File: src/rtl/rom_stream_reader_if.sv
// rom_stream_reader_if
// Bundles the three signal groups of the ROM stream reader: the command
// port, the sp_rom read pins and the valid/ready output stream.
//   master : the reader itself (drives status, ROM pins and stream)
//   slave  : the environment (command source, sp_rom, stream consumer)
interface rom_stream_reader_if #(
  parameter int ADDRESS_WIDTH = 16,
  parameter int DATA_WIDTH    = 16,
  parameter int LENGTH_WIDTH  = 17
);

  // command / status
  logic                     start;
  logic [ADDRESS_WIDTH-1:0] start_address;
  logic [LENGTH_WIDTH-1:0]  length;
  logic                     busy;
  logic                     done;

  // sp_rom read port
  logic [ADDRESS_WIDTH-1:0] rom_address;
  logic                     rom_ren;
  logic                     rom_cen;
  logic [DATA_WIDTH-1:0]    rom_data;

  // output stream
  logic [DATA_WIDTH-1:0]    out_data;
  logic                     out_valid;
  logic                     out_ready;
  logic                     out_last;

  modport master (
    input  start,
    input  start_address,
    input  length,
    output busy,
    output done,
    output rom_address,
    output rom_ren,
    output rom_cen,
    input  rom_data,
    output out_data,
    output out_valid,
    input  out_ready,
    output out_last
  );

  modport slave (
    output start,
    output start_address,
    output length,
    input  busy,
    input  done,
    input  rom_address,
    input  rom_ren,
    input  rom_cen,
    output rom_data,
    input  out_data,
    input  out_valid,
    output out_ready,
    input  out_last
  );

endinterface

File: src/rtl/rom_stream_reader.sv
// rom_stream_reader
// Burst read master for the sp_rom single-port synchronous ROM. A start
// command fetches a contiguous run of words; each word comes back one cycle
// after its read is issued and is buffered in a small FIFO that feeds a
// valid/ready stream with an end-of-burst flag (out_last).
//
// Build option:
//   ROM_READER_WRAP_EN defined   : addresses wrap past the top of the ROM and
//                                  the full requested length is delivered.
//   ROM_READER_WRAP_EN undefined : the length is clamped at start so the burst
//                                  stops at the top address.
//
// State table:
//   state   | meaning
//   --------+-----------------------------------------------------------------
//   S_IDLE  | waiting for start; zero-length start only pulses done
//   S_FETCH | issuing reads while words remain and the FIFO has room
//   S_DRAIN | all reads issued; emptying FIFO until the last word is accepted
module rom_stream_reader #(
  parameter int ADDRESS_WIDTH = 16,
  parameter int DATA_WIDTH    = 16,
  parameter int LENGTH_WIDTH  = 17,
  parameter int FIFO_DEPTH    = 4
) (
  input  logic                clk,
  input  logic                rst,
  rom_stream_reader_if.master bus
);

  localparam int PTR_W = (FIFO_DEPTH > 1) ? $clog2(FIFO_DEPTH) : 1;
  localparam int CNT_W = $clog2(FIFO_DEPTH + 1);

  typedef enum logic [1:0] {
    S_IDLE  = 2'd0,
    S_FETCH = 2'd1,
    S_DRAIN = 2'd2
  } state_t;

  state_t                   r_state;
  state_t                   w_state_next;

  logic [ADDRESS_WIDTH-1:0] r_addr;
  logic [LENGTH_WIDTH-1:0]  r_remaining;
  logic                     r_inflight;
  logic                     r_inflight_last;
  logic                     r_done;

  logic [DATA_WIDTH-1:0]    r_fifo_data [FIFO_DEPTH];
  logic [FIFO_DEPTH-1:0]    r_fifo_last;
  logic [PTR_W-1:0]         r_rd_ptr;
  logic [PTR_W-1:0]         r_wr_ptr;
  logic [CNT_W-1:0]         r_count;

  logic                     w_start_ok;
  logic                     w_start_zero;
  logic                     w_start_burst;
  logic [LENGTH_WIDTH-1:0]  w_len_eff;
  logic                     w_out_valid;
  logic                     w_head_last;
  logic                     w_push;
  logic                     w_pop;
  logic                     w_last_pop;
  logic [CNT_W:0]           w_occupancy;
  logic [CNT_W:0]           w_limit;
  logic                     w_issue;
  logic                     w_issue_last;

  function automatic logic [PTR_W-1:0] ptr_inc(input logic [PTR_W-1:0] p);
    return (p == PTR_W'(FIFO_DEPTH - 1)) ? '0 : p + PTR_W'(1);
  endfunction

  // Commands are only looked at while idle; a start during a burst is dropped.
  assign w_start_ok    = (r_state == S_IDLE) && bus.start;
  assign w_start_zero  = w_start_ok && (bus.length == '0);
  assign w_start_burst = w_start_ok && (bus.length != '0);

`ifdef ROM_READER_WRAP_EN
  // Address counter wraps naturally, so the requested length is used as is.
  assign w_len_eff = bus.length;
`else
  localparam int CW = (LENGTH_WIDTH > ADDRESS_WIDTH + 1) ? LENGTH_WIDTH : ADDRESS_WIDTH + 1;

  logic [CW-1:0] w_room;
  logic [CW-1:0] w_len_ext;

  // Words left between start_address and the top of the ROM (always >= 1).
  assign w_room    = (CW'(1) << ADDRESS_WIDTH) - CW'(bus.start_address);
  assign w_len_ext = CW'(bus.length);
  assign w_len_eff = (w_len_ext > w_room) ? LENGTH_WIDTH'(w_room) : bus.length;
`endif

  assign w_out_valid = (r_count != '0);
  assign w_head_last = r_fifo_last[r_rd_ptr];
  assign w_pop       = w_out_valid && bus.out_ready;
  assign w_last_pop  = w_pop && w_head_last;
  assign w_push      = r_inflight;

  // A read may be issued only if the word it returns is guaranteed a FIFO
  // slot: buffered + in-flight - leaving-this-cycle < depth. Written as
  // occupancy < depth + pop to stay unsigned.
  assign w_occupancy  = {1'b0, r_count} + {{CNT_W{1'b0}}, r_inflight};
  assign w_limit      = (CNT_W + 1)'(FIFO_DEPTH) + {{CNT_W{1'b0}}, w_pop};
  assign w_issue      = (r_state == S_FETCH) && (r_remaining != '0) && (w_occupancy < w_limit);
  assign w_issue_last = w_issue && (r_remaining == LENGTH_WIDTH'(1));

  // FSM state register
  always_ff @(posedge clk or posedge rst) begin
    if (rst) begin
      r_state <= S_IDLE;
    end else begin
      r_state <= w_state_next;
    end
  end

  // FSM next-state logic
  always_comb begin
    w_state_next = r_state;
    case (r_state)
      S_IDLE:  if (w_start_burst) w_state_next = S_FETCH;
      S_FETCH: if (w_issue_last)  w_state_next = S_DRAIN;
      S_DRAIN: if (w_last_pop)    w_state_next = S_IDLE;
      default:                    w_state_next = S_IDLE;
    endcase
  end

  // FSM outputs and stream view of the FIFO head
  always_comb begin
    bus.busy        = (r_state != S_IDLE);
    bus.done        = r_done;
    bus.rom_cen     = (r_state == S_FETCH);
    bus.rom_ren     = w_issue;
    bus.rom_address = r_addr;
    bus.out_valid   = w_out_valid;
    bus.out_data    = r_fifo_data[r_rd_ptr];
    bus.out_last    = w_out_valid && w_head_last;
  end

  // Burst address / remaining-word down-counter, in-flight tracking, done pulse
  always_ff @(posedge clk or posedge rst) begin
    if (rst) begin
      r_addr          <= '0;
      r_remaining     <= '0;
      r_inflight      <= 1'b0;
      r_inflight_last <= 1'b0;
      r_done          <= 1'b0;
    end else begin
      if (w_start_burst) begin
        r_addr      <= bus.start_address;
        r_remaining <= w_len_eff;
      end else if (w_issue) begin
        r_addr      <= r_addr + ADDRESS_WIDTH'(1);
        r_remaining <= r_remaining - LENGTH_WIDTH'(1);
      end
      r_inflight      <= w_issue;
      r_inflight_last <= w_issue_last;
      r_done          <= w_start_zero || w_last_pop;
    end
  end

  // Output FIFO: capture rom_data only in the cycle after an issue
  always_ff @(posedge clk or posedge rst) begin
    if (rst) begin
      for (int i = 0; i < FIFO_DEPTH; i++) begin
        r_fifo_data[i] <= '0;
      end
      r_fifo_last <= '0;
      r_rd_ptr    <= '0;
      r_wr_ptr    <= '0;
      r_count     <= '0;
    end else begin
      if (w_push) begin
        r_fifo_data[r_wr_ptr] <= bus.rom_data;
        r_fifo_last[r_wr_ptr] <= r_inflight_last;
        r_wr_ptr              <= ptr_inc(r_wr_ptr);
      end
      if (w_pop) begin
        r_rd_ptr <= ptr_inc(r_rd_ptr);
      end
      case ({w_push, w_pop})
        2'b10:   r_count <= r_count + CNT_W'(1);
        2'b01:   r_count <= r_count - CNT_W'(1);
        default: r_count <= r_count;
      endcase
    end
  end

endmodule

File: src/flat_wrapper.sv
// flat-port wrapper written by rule: the top's interface ports become plain ports
module rom_stream_reader_flat 
#(
  parameter int ADDRESS_WIDTH = 16,
  parameter int DATA_WIDTH    = 16,
  parameter int LENGTH_WIDTH  = 17,
  parameter int FIFO_DEPTH    = 4
)
  (clk, rst, bus_start, bus_start_address, bus_length, bus_busy, bus_done, bus_rom_address, bus_rom_ren, bus_rom_cen, bus_rom_data, bus_out_data, bus_out_valid, bus_out_ready, bus_out_last);
  rom_stream_reader_if #(.ADDRESS_WIDTH(ADDRESS_WIDTH), .DATA_WIDTH(DATA_WIDTH), .LENGTH_WIDTH(LENGTH_WIDTH)) bus_i ();
  input  logic clk;
  input  logic rst;
  input wire logic [$bits(bus_i.start)-1:0] bus_start;
  input wire logic [$bits(bus_i.start_address)-1:0] bus_start_address;
  input wire logic [$bits(bus_i.length)-1:0] bus_length;
  output wire logic [$bits(bus_i.busy)-1:0] bus_busy;
  output wire logic [$bits(bus_i.done)-1:0] bus_done;
  output wire logic [$bits(bus_i.rom_address)-1:0] bus_rom_address;
  output wire logic [$bits(bus_i.rom_ren)-1:0] bus_rom_ren;
  output wire logic [$bits(bus_i.rom_cen)-1:0] bus_rom_cen;
  input wire logic [$bits(bus_i.rom_data)-1:0] bus_rom_data;
  output wire logic [$bits(bus_i.out_data)-1:0] bus_out_data;
  output wire logic [$bits(bus_i.out_valid)-1:0] bus_out_valid;
  input wire logic [$bits(bus_i.out_ready)-1:0] bus_out_ready;
  output wire logic [$bits(bus_i.out_last)-1:0] bus_out_last;
  assign bus_i.start = bus_start;
  assign bus_i.start_address = bus_start_address;
  assign bus_i.length = bus_length;
  assign bus_busy = bus_i.busy;
  assign bus_done = bus_i.done;
  assign bus_rom_address = bus_i.rom_address;
  assign bus_rom_ren = bus_i.rom_ren;
  assign bus_rom_cen = bus_i.rom_cen;
  assign bus_i.rom_data = bus_rom_data;
  assign bus_out_data = bus_i.out_data;
  assign bus_out_valid = bus_i.out_valid;
  assign bus_i.out_ready = bus_out_ready;
  assign bus_out_last = bus_i.out_last;
  rom_stream_reader #(.ADDRESS_WIDTH(ADDRESS_WIDTH), .DATA_WIDTH(DATA_WIDTH), .LENGTH_WIDTH(LENGTH_WIDTH), .FIFO_DEPTH(FIFO_DEPTH)) u_core (.clk(clk), .rst(rst), .bus(bus_i));
endmodule
File: config.mk
export PLATFORM = sky130hd
export DESIGN_NAME = rom_stream_reader_flat
export DESIGN_NICKNAME = d
export VERILOG_FILES = /design/src/rtl/rom_stream_reader_if.sv /design/src/rtl/rom_stream_reader.sv /design/src/flat_wrapper.sv
export SDC_FILE = /design/constraint.sdc
export NUM_CORES = 1
export LEC_CHECK = 0
export BUFFER_PORTS_ARGS = -buffer_cell sky130_fd_sc_hd__buf_4
export CAP_MARGIN = 10
export CORE_UTILIZATION = 35
export DETAILED_ROUTE_END_ITERATION = 10
export GPL_TIMING_DRIVEN = 0
export HOLD_SLACK_MARGIN = 0.08
export MAX_ROUTING_LAYER = met4
export SKIP_LAST_GASP = 1
export SLEW_MARGIN = 25
export SYNTH_ARGS = -nofsm -noshare
export SYNTH_HDL_FRONTEND = slang
export SYNTH_SLANG_ARGS = --single-unit
File: constraint.sdc
create_clock -name clk -period 5.79 [get_ports clk]
set_clock_uncertainty 0.15 [all_clocks]
set_input_delay 0.2895 -clock clk [delete_from_list [all_inputs] [get_ports clk]]
set_output_delay 0.2895 -clock clk [all_outputs]
set_load 0.01 [all_outputs]
# Yosys cells after proc, flatten, opt, wreduce, memory -nomap -nowiden
# Index checks and enable logic that the tools add are counted.
[classes] n_lt_le_gt_ge=8 eq_ne=10 n_addsub=9 n_mux=23 reduce_logical=21 bitwise=2
[ops] op="$mux W16" n=5
[ops] op="$bwmux W64" n=1
[ops] op="$mux W17" n=3
[ops] op="$reduce_bool A17 Y1" n=2
[ops] op="$bmux W16 S2" n=1
[ops] op="$demux W16 S2" n=1
[ops] op="$eq A17 B1 Y1 const B" n=1
[ops] op="$gt A17 B17 Y1" n=1
[ops] op="$logic_not A17 Y1" n=1
[ops] op="$sub A17 B1 Y17 const B" n=1
[ops] op="$sub A17 B16 Y17 const A" n=1
[ops] op="$add A16 B1 Y16 const B" n=1
[ops] op="$logic_and A1 B1 Y1" n=11
[ops] op="$mux W2" n=5
[ops] op="$eq A2 B2 Y1 const B" n=4
[ops] op="$ge A3 B3 Y1 const B" n=2
[ops] op="$lt A2 B3 Y1 const B" n=2
[ops] op="$ne A2 B1 Y1 const B" n=3
[ops] op="$not A2 Y3" n=2
[ops] op="$pmux W2 S3" n=1
[ops] op="$pmux W3 S2" n=1
[ops] op="$reduce_bool A2 Y1" n=3
[ops] op="$add A2 B1 Y2 const B" n=2
[ops] op="$add A3 B1 Y4" n=1
[ops] op="15 further kinds" n=17
[word_totals] input_bits=53 elab_cells=87 output_inout_bits=38 reg_bits=113

# Longest topological paths before layout
# Gate-level depths: netlist of the first run.
[depth] depth_word=8 ltp_mapped=15 ltp_nobuf=14

# Worst setup path after synthesis of the first run
# Ideal clock, no wire load.
[synth_path] path_kind="input-to-reg" startpoint="input port bus_start_address[9]" endpoint="register u_core.r_remaining[2]" setup_slack_ns=2.088 setup_time_ns=0.137 stages=12 arrival_ns=3.415 n_path_buf=1 path_cell_list="or3_1 or4_1 or3_1 xnor2_1 ha_1 a211oi_1 nor2_1 nor4_1 o22ai_1 buf_2 a221oi_1 a21oi_1"
[synth_between] elab_chain_len=4
[synth_lines] item="from (decl)" line_no="flat_wrapper.sv:14" source="input wire logic [$bits(bus_i.start_address)-1:0] bus_start_address;"
[synth_lines] item="$sub A17 B16 Y17" line_no="rom_stream_reader.sv:87" source="assign w_room = (CW'(1) << ADDRESS_WIDTH) - CW'(bus.start_address);"
[synth_lines] item="$gt A17 B17 Y1" line_no="rom_stream_reader.sv:89" source="assign w_len_eff = (w_len_ext > w_room) ? LENGTH_WIDTH'(w_room) : bus.length;"
[synth_lines] item="$mux W17" line_no="rom_stream_reader.sv:89"
[synth_lines] item="$mux W17" line_no="rom_stream_reader.sv:147" source="if (w_start_burst) begin"
[synth_lines] item="to (signal assigned)" line_no="rom_stream_reader.sv:149" source="r_remaining <= w_len_eff;"
[synth_lines] item="to (signal assigned)" line_no="rom_stream_reader.sv:152" source="r_remaining <= r_remaining - LENGTH_WIDTH'(1);"
[synth_lines] item="to (decl)" line_no="rom_stream_reader.sv:43" source="logic [LENGTH_WIDTH-1:0] r_remaining;"
# No other way between the ends.
# A chain may end at the register's enable or synchronous reset.

# Worst setup path in the final report of the first run
# Same ends and word-level chain as after synthesis.

==> metrics, run 1 <==
run status finished clean; final period utilization 82.6%; DRC viols 0; Top Ports 91; highest-delay cell along the critical path nor4_1; most instantiated flip-flop cell in the synthesis netlist dfrtp_1; worst setup path class in -> reg; Cell Chain, Critical Path dlygate4sd3_1, buf_4, or3_1, or4_1, or3_1, xnor2_1, ha_1, a211oi_1, nor2_1, nor4_1, o22ai_1, buf_2, a221oi_1, a21oi_1; Max rail drop VDD 242 uV; synthesis warning total 0; CTS buffer count 17; number of instances resized during post-cts repair 0; CP dominant cell by count or3_1; slew at the pin with the worst max-slew slack 0.898 ns; largest stage delay on the critical path 0.70 ns; DRT Wirelength 16.9 mm; First DRT Iteration DRCs 287; highest-count cells in the layout ignoring fill and taps 113 x dfrtp_1, 90 x buf_4, 71 x mux2_2; Max Fanout on Critical Path 10; share of final-layout standard cells stronger than drive strength 1 32.1%; cell area after synthesis 6410 um^2; # port buffers 90; average via count per standard cell 5.45; top cell type by total area after synthesis dfrtp_1; chip width 137 um; total power divided by cell area 294 nW/um^2; htree depth 4; final core utilization 46.8%; cell leakage power 3.61 nW; number of synthesized flops with an enable pin 0; crit path buf inv count 3; effective utilization at floorplan 35.7%; Core Region 18000 um^2; Chip Height 137 um; class of the most critical hold timing path in -> reg; Total Die Area 18900 um^2; top layer used by detailed routing met4; TritonCTS clock tree built; Clock Tree Buf Depth 2; setup repair after global routing missed its margin no; clk slew on worst S/H paths 0.05 ns; Post-Route M1 WL 7.35 mm; final net count 790; FFs w/ async S/R, synth 100%; buffer cell driving the clock tree root clkbuf_16; via total after detailed routing 5168; Slew headroom 40.0%; WL per Instance 17.8 um; count of max-cap constraint violations 0; number of routed nets with antenna violations 0; Seq/Total Area, Yosys 44.1%; dominant cells by area after synthesis dfrtp_1 44%, mux2_2 12%, mux4_2 6.0%, ha_1 5.7%, xor2_1 2.5%; Setup Total Neg Slack 0 ns; first-pass GRT wire length 27.3 mm; final count of pins violating max slew 0; antenna violations before repair 0; hold_buf cts 41; post-route cell area 8410 um^2; fillcell total 1640; post-detail-place hpwl 12.4 mm; leading cell type in the layout, fill and taps excluded dfrtp_1; data required time of the critical path 5.91 ns; category of cells accounting for the largest share of critical-path delay simple AND/OR/NAND/NOR gates; leftover overflow at the end of global routing 0; Std-Cell Rows 49; Setup-failing EPs final 0; minimum clock period after layout 4.78 ns; clock latency on the worst-skew pair 0.41 ns; area share of the largest cell type after synthesis 44.1%; Post-CTS Setup Inserts 0; number of nets in the synthesized netlist 639; cell area reported after detailed placement 7410 um^2; global placer's final weighted congestion 0.907; total iterations of the first detailed-routing run 5; total routing usage reported by global routing 19.8%; cells after synthesis 556; crit path capture type flip-flop; crit path launch type primary input; Synth Area per Inst 11.5 um^2; post-synthesis cell type count 57; Fmax achieved 0.209 GHz; met2 wire length 8.30 mm; Clock Sinks 113; data arrival time of the critical path 4.90 ns; count of final hold-check violations 0; number of global-route vias before repair 5391; met3 wire length 931 um; largest net degree at the start of global routing 81; final antenna diode count 0; number of flip-flops and latches in the synthesized netlist 113; Area growth, synth to finish 31.0%
layout make-up:
| cell class | count | area (um^2) | share of cell area [%] |
|---|---|---|---|
| clock inverters | 11 | 139 | 1.65 |
| inverters | 23 | 91.3 | 1.09 |
| multi-input cells | 398 | 3400 | 40.5 |
| clock buffers | 20 | 447 | 5.31 |
| plain buffers | 22 | 97.6 | 1.16 |
| well taps | 229 | 287 | 3.41 |
| repair buffers | 132 | 1110 | 13.2 |
| flip-flops and latches | 113 | 2830 | 33.6 |
registers in the layout, indices dropped and copies added (netlist names), 2 cells and up:
signal and count:
u_core.r_state 2, u_core.r_fifo_last 4, u_core.r_count 3, u_core.r_rd_ptr 2, u_core.r_fifo_data 64, u_core.r_wr_ptr 2
u_core.bus.rom_address 16, u_core.r_remaining 17
Yosys cell counts, types with 4 or more instances:
cell type,count
a211oi_1,9
a21oi_1,7
a221o_1,7
a221oi_1,4
and2_1,5
and3_1,15
buf_2,6
clkbuf_1,14
dfrtp_1,113
ha_1,29
inv_1,22
mux2_2,71
mux2i_1,8
mux4_2,17
nand2_1,32
nand2b_1,5
nand3_1,18
nand4_1,10
nor2_1,19
nor3_1,21
nor3b_1,4
nor4_1,10
nor4_2,7
o21ai_0,15
o21ai_1,4
o311a_1,4
or3_1,9
xnor2_1,15
xor2_1,18
metrics by stage:
step	total power, mW	worst slack (ns)	instances	hold slack [ns]
floorplan	1.20	2.09	556	0.255
global placement	1.41	1.14	875	0.331
global route	2.60	0.812	948	0.0892
detailed placement	1.43	1.27	876	0.161
CTS	2.50	1.16	948	0.0802
finish	2.47	1.01	948	0.0856
metal layers:
layer	track usage, %	up-vias
met5	-	-
met4	6.41	0
met3	5.45	27
met2	32.6	176
met1	23.3	2573
li1	-	2392
where the power goes:
group          switching, mW  internal, mW  leakage (nW)
logic                  0.264         0.303          1.98
registers             0.0329         0.833          1.35
clock network          0.356         0.680         0.285
path summary, 6_finish.rpt:
kind	from	to	slack, ns	cells after the start
min reg2reg	u_core.r_fifo_data[34]	u_core.r_fifo_data[34]	0.35	1
min in group asynchronous	rst	u_core.bus.rom_address[13]	0.27	3
min	bus_length[7]	u_core.r_remaining[7]	0.09	3
max in group asynchronous	rst	u_core.r_count[2]	4.54	4
max	bus_start_address[9]	u_core.r_remaining[2]	1.01	14
max reg2reg	u_core.r_remaining[4]	u_core.bus.rom_address[2]	2.90	7
worst reg2reg max path, stage by stage, from the launching register on:
cell and delay [ns]:
dfrtp_1 0.42, nor4_1 0.70, nand4_2 0.35, nand2b_4 0.31
nand2_4 0.20, buf_2 0.27, nor3b_1 0.09, a221o_1 0.27
cell families (layout without fill, tap and decap cells):
logic type	after synthesis	in the layout	synth area share, %
simple gates	171	171	15.3
flops	113	113	44.1
mux	96	96	19.7
compound gates	68	68	7.65
buf+inv	45	208	2.87
xor+xnor	33	33	4.51
fa+ha+maj	30	30	5.97
Note: power is estimated with default switching activity, not from simulation.
==> run 2: changes to the inputs <==
==> constraint.sdc (replaced) <==
create_clock -name clk -period 4.1 [get_ports clk]
set_clock_uncertainty 0.15 [all_clocks]
set_input_delay 0.205 -clock clk [delete_from_list [all_inputs] [get_ports clk]]
set_output_delay 0.205 -clock clk [all_outputs]
set_load 0.01 [all_outputs]
==> run 2 against run 1 <==
Effect of this change: wire length is 2.1% higher; final cell count is 1.3% higher; clock-buffer cell count stayed put; first-iteration DRC count is 15% lower; highest routed layer unchanged; total power is 42% higher; non-clock buffer count is 12 higher.
==> metrics, run 2 (synthesized netlist as in run 1, its figures left out) <==
multi-input logic area 3420 um^2 (+0.37%); Setup Total Neg Slack 0 ns (unchanged); Clock Tree Buf Depth 2 (unchanged); worst setup path class in -> reg; number of routed nets with antenna violations 0 (unchanged); class of the most critical hold timing path in -> reg; total routing usage reported by global routing 20.2% (+0.37 points); crit path launch type primary input; clock latency on the worst-skew pair 0.41 ns (about the same); Critical R2R Capture u_core.bus.rom_address[2]; switching power 0.923 mW (+41%); average via count per standard cell 5.43 (-0.31%); data required time of the critical path 4.25 ns (-1.66 ns); final net count 802 (+1.5%); WL per Instance 17.9 um (+0.79%); final core utilization 47.5% (+0.74 points); cell leakage power 3.67 nW (+1.4%); effective utilization at floorplan 35.7% (unchanged); chip width 137 um (unchanged); Std-Cell Rows 49 (unchanged); htree depth 4 (unchanged); Fmax achieved 0.261 GHz; final count of pins violating max slew 0 (unchanged); launching instance or port of the critical path bus_start_address[9]; # port buffers 90 (unchanged); global placer's final weighted congestion 0.907 (unchanged); setup repair after global routing missed its margin no; run status finished clean; clk slew on worst S/H paths 0.05 ns (about the same); startpoint of the worst-slack reg-to-reg timing path u_core.r_remaining[4]; via total after detailed routing 5217 (+0.95%); leading cell type in the layout, fill and taps excluded dfrtp_1; Max rail drop VDD 338 uV (+40%); largest net degree at the start of global routing 81 (unchanged); Setup-failing EPs final 0 (unchanged); logic depth of the worst register-to-register path 7 (unchanged); DRT Wirelength 17.2 mm (+2.1%); slack of the worst reg-to-reg path 1.20 ns (-1.70 ns); Worst Hold Depth 4 (+1); Clk network pwr share 41.8% (-0.2 points); number of flip-flops under the largest register name 64 (unchanged); slew at the pin with the worst max-slew slack 0.958 ns (+0.0598 ns); minimum clock period after layout 3.84 ns; Total Power 3.50 mW (+42%); Max Fanout on Critical Path 10 (unchanged); post-detail-place hpwl 12.4 mm (unchanged); area occupied by registers 2830 um^2 (unchanged); count of final hold-check violations 0 (unchanged); total iterations of the first detailed-routing run 5 (unchanged); highest-count cells in the layout ignoring fill and taps 113 x dfrtp_1, 90 x buf_4, 71 x mux2_2; Total Die Area 18900 um^2 (unchanged); final antenna diode count 0 (unchanged); Top Ports 91 (unchanged); antenna violations before repair 0 (unchanged); DRC viols 0 (unchanged); Post-CTS Setup Inserts 0 (unchanged); Slew headroom 36.0% (-4.0 points); Core Region 18000 um^2 (unchanged); buffer cell driving the clock tree root clkbuf_16; fillcell total 1627 (-0.79%); Worst Hold Endpoint u_core.r_remaining[12]; Clock Sinks 113 (unchanged); cell-internal power 2.57 mW (+42%); Area growth, synth to finish 33.1%; leftover overflow at the end of global routing 0 (unchanged); share of final-layout standard cells stronger than drive strength 1 31.9% (-0.25 points); crit path capture type flip-flop; share of total power in sequential cells 35.0% (about the same); Chip Height 137 um (unchanged); number of global-route vias before repair 5519 (+2.4%); CTS buffer count 17 (unchanged); worst hold path startpoint bus_start_address[12]; TritonCTS clock tree built; Net Sw Frac 26.4% (-0.038 points); data arrival time of the critical path 3.99 ns (-0.91 ns); total power divided by cell area 409 nW/um^2 (+39%); first-pass GRT wire length 27.8 mm (+1.9%); count of max-cap constraint violations 0 (unchanged); largest register by flop count u_core.r_fifo_data; First DRT Iteration DRCs 244 (-15%); logic gate share of total power 23.2% (+0.2 points); final period utilization 93.6%
-- run 2: worst max path at each step --
stage	depth (start not counted)	end	slack [ns]
after floorplan	12	u_core.r_remaining[2]	0.48
after global placement	2	u_core.r_fifo_data[59]	-0.47
after detailed placement	13	u_core.r_remaining[7]	-0.34
after CTS	13	u_core.r_remaining[7]	0.11
after global routing	14	u_core.r_remaining[4]	0.03
final	14	u_core.r_remaining[4]	0.26
-- run 2: what timing repair did --
item / 4_1_cts / 5_1_grt
hold buffers: 53 / 0
setup endpoints to repair: 0 / 16
resized for setup: 0 / 2
hold endpoints to repair: 214 / 0
-- run 2: per-stage QoR --
| stage | setup WS [ns] | cells | instance area (um^2) | hold slack, ns |
|---|---|---|---|---|
| finish | 0.262 | 960 | 8540 | 0.132 |
| global route | 0.0319 | 960 | 8540 | 0.130 |
| CTS | 0.112 | 960 | 8530 | 0.0890 |
| detailed placement | -0.336 | 876 | 7410 | 0.0761 |
| global placement | -0.468 | 875 | 7380 | 0.311 |
| floorplan | 0.483 | 556 | 6410 | 0.171 |
-- run 2: power groups by stage --
stage	clock network [mW]	registers, mW	logic [mW]
2_1_floorplan	0	1.23	0.472
3_3_place_gp	0	1.23	0.756
3_5_place_dp	0	1.24	0.780
4_1_cts	1.50	1.22	0.822
5_1_grt	1.56	1.23	0.892
6_report	1.46	1.22	0.811
-- run 2: critical path, stage by stage --
cell and delay [ns]:
buf_4 0.13, or3_1 0.41, or4_1 0.45, or3_1 0.37, nor3_1 0.21, inv_1 0.08
ha_1 0.29, nand4_1 0.15, nor3_1 0.40, nand2b_1 0.12, o22ai_2 0.32, clkbuf_1 0.47
nor3_1 0.09, a211oi_1 0.29
-- run 2: layout make-up --
class | instances | area share, %
inverters | 23 | 1.07
repair buffers | 144 | 14.4
well taps | 229 | 3.36
clock buffers | 20 | 5.23
clock inverters | 11 | 1.63
flip-flops and latches | 113 | 33.1
multi-input cells | 398 | 40.0
plain buffers | 22 | 1.14
-- run 2: layer usage --
layer | wire, um | part of all wire (%) | track usage [%]
met3 | 877 | 5.1 | 5.63
met5 | 0 | 0 | -
met2 | 8570 | 50 | 33.4
met4 | 240 | 1.4 | 6.23
met1 | 7540 | 44 | 23.6
==> run 3: changes to the inputs <==
--- a/config.mk
+++ b/config.mk
@@ -7,11 +7,12 @@
 export LEC_CHECK = 0
 export BUFFER_PORTS_ARGS = -buffer_cell sky130_fd_sc_hd__buf_4
 export CAP_MARGIN = 10
-export CORE_UTILIZATION = 35
+export CORE_UTILIZATION = 33
 export DETAILED_ROUTE_END_ITERATION = 10
 export GPL_TIMING_DRIVEN = 0
 export HOLD_SLACK_MARGIN = 0.08
 export MAX_ROUTING_LAYER = met4
+export PLACE_DENSITY = 0.64
 export SKIP_LAST_GASP = 1
 export SLEW_MARGIN = 25
 export SYNTH_ARGS = -nofsm -noshare
==> run 3 against run 2 <==
Effect of this change: setup slack worse by 0.12 ns; combinational power fell by 0.5%; final cell count grew 3.4%; wire length is 0.75% lower; largest power group unchanged.
==> metrics, run 3 (synthesized netlist as in run 1, its figures left out) <==
Slew headroom 31.5% (-4.6 points); Top Ports 91 (unchanged); total power divided by cell area 407 nW/um^2 (-0.51%); buffer cell driving the clock tree root clkbuf_16; class of the most critical hold timing path in -> reg; final period utilization 96.5% (+2.9 points); Std-Cell Rows 50 (+2.0%); highest-delay cell along the critical path nor4_2; First DRT Iteration DRCs 244 (unchanged); largest register by flop count u_core.r_fifo_data; slew at the pin with the worst max-slew slack 1.03 ns (+0.0681 ns); leftover overflow at the end of global routing 0 (unchanged); crit path buf inv count 3 (unchanged); run status finished clean; total routing usage reported by global routing 18.5% (-1.7 points); number of global-route vias before repair 5168 (-6.4%); average via count per standard cell 5.20 (-4.2%); final count of pins violating max slew 0 (unchanged); number of routed nets with antenna violations 0 (unchanged); via total after detailed routing 5167 (-0.96%); # port buffers 90 (unchanged); total iterations of the first detailed-routing run 5 (unchanged); post-detail-place hpwl 11.9 mm (-3.9%); effective utilization at floorplan 34.0% (-1.8 points); Core Region 18900 um^2 (+5.2%); final net count 803 (+0.12%); clock latency on the worst-skew pair 0.41 ns (about the same); category of cells accounting for the largest share of critical-path delay simple AND/OR/NAND/NOR gates; share of final-layout standard cells stronger than drive strength 1 32.1% (+0.19 points); Chip Height 141 um (+2.9%); data arrival time of the critical path 4.08 ns (+0.09 ns); minimum clock period after layout 3.96 ns (+0.119 ns); largest stage delay on the critical path 0.52 ns (+0.05 ns); cell leakage power 3.67 nW (+0.18%); leading cell type in the layout, fill and taps excluded dfrtp_1; worst setup path class in -> reg; chip width 141 um (+2.9%); count of max-cap constraint violations 0 (unchanged); final antenna diode count 0 (unchanged); Setup Total Neg Slack 0 ns (unchanged); Clock Tree Buf Depth 2 (unchanged); crit path capture type flip-flop; Max rail drop VDD 293 uV (-13%); global placer's final weighted congestion 0.900 (-0.80%); number of flip-flops under the largest register name 64 (unchanged); clk slew on worst S/H paths 0.06 ns (about the same); fillcell total 1754 (+7.8%); Area growth, synth to finish 34.0%; antenna violations before repair 0 (unchanged); CTS buffer count 17 (unchanged); Total Die Area 20000 um^2 (+6.0%); largest net degree at the start of global routing 66 (-19%); first-pass GRT wire length 27.6 mm (-0.79%); setup repair after global routing missed its margin yes; TritonCTS clock tree built; Post-CTS Setup Inserts 0 (unchanged); data required time of the critical path 4.23 ns (-0.02 ns); Clock Sinks 113 (unchanged); Setup-failing EPs final 0 (unchanged); DRC viols 0 (unchanged); htree depth 4 (unchanged); crit path launch type primary input; count of final hold-check violations 0 (unchanged); Fmax achieved 0.253 GHz (-3.0%); Max Fanout on Critical Path 10 (unchanged); highest-count cells in the layout ignoring fill and taps 113 x dfrtp_1, 90 x buf_4, 71 x mux2_2; DRT Wirelength 17.1 mm (-0.75%); final core utilization 45.5% (-2.0 points); Cell Chain, Critical Path buf_4, or3_1, or4_1, or3_1, nor3_1, inv_1, ha_1, nand4_1, nor3_1, nor4_2, o22ai_2, buf_2, a221oi_1, a21oi_1; WL per Instance 17.2 um (-4.1%)
run 3: stage by stage:
stage	hold slack, ns	total power [mW]	std cells	cell area (um^2)	setup slack [ns]
floorplan	0.171	1.70	556	6410	0.483
global placement	0.313	1.99	906	7420	-0.803
detailed placement	0.0905	2.01	907	7450	-0.554
CTS	0.128	3.53	993	8590	0.0717
global route	0.136	3.67	993	8590	-0.129
finish	0.134	3.50	993	8590	0.143
run 3: final cells by class:
class	count	area, um^2	area share [%]
multi-input cells	398	3420	39.7
flip-flops and latches	113	2830	32.9
repair buffers	145	1240	14.5
clock buffers	20	457	5.31
well taps	260	325	3.79
clock inverters	12	134	1.56
plain buffers	22	97.6	1.14
inverters	23	93.8	1.09
run 3: repair_timing:
item | CTS | global route
hold endpoints to repair | 213 | 0
resized for setup | 1 | 2
hold buffers | 54 | 0
endpoints found under the setup margin | 3 | 17
run 3: report_power, final:
part / internal [mW] / switching (mW) / total [mW]
clock: 0.927 / 0.545 / 1.47
combinational: 0.434 / 0.373 / 0.807
sequential: 1.18 / 0.0455 / 1.22
run 3: metal layers:
layer  global-route usage, %  vias up  routed length (um)
li1                        -     2416                   -
met1                    24.0     2546                7860
met2                    29.2      188                8080
met3                    4.42       17                 969
met4                    4.30        0                 185
met5                       -        -                   0
run 3: path summary, 6_finish.rpt:
path | start | to | slack [ns] | depth (start not counted)
setup / recovery | bus_start_address[9] | u_core.r_remaining[2] | 0.14 | 14
hold / removal | bus_start_address[3] | u_core.r_remaining[3] | 0.13 | 3
setup reg to reg | u_core.r_count[0] | u_core.bus.rom_address[15] | 1.22 | 8
hold reg to reg | u_core.r_fifo_data[18] | u_core.r_fifo_data[18] | 0.35 | 1
max in group asynchronous | rst | u_core.r_fifo_data[36] | 2.97 | 4
min in group asynchronous | rst | u_core.bus.rom_address[11] | 0.20 | 3
run 3: tightest hold or removal path, delay by kind of cell:
family	cells	cell delay [ns]
xor gates and xnor gates	1	0.22
buffers and inverters	1	0.12
AOI/OAI and AO/OA	1	0.12
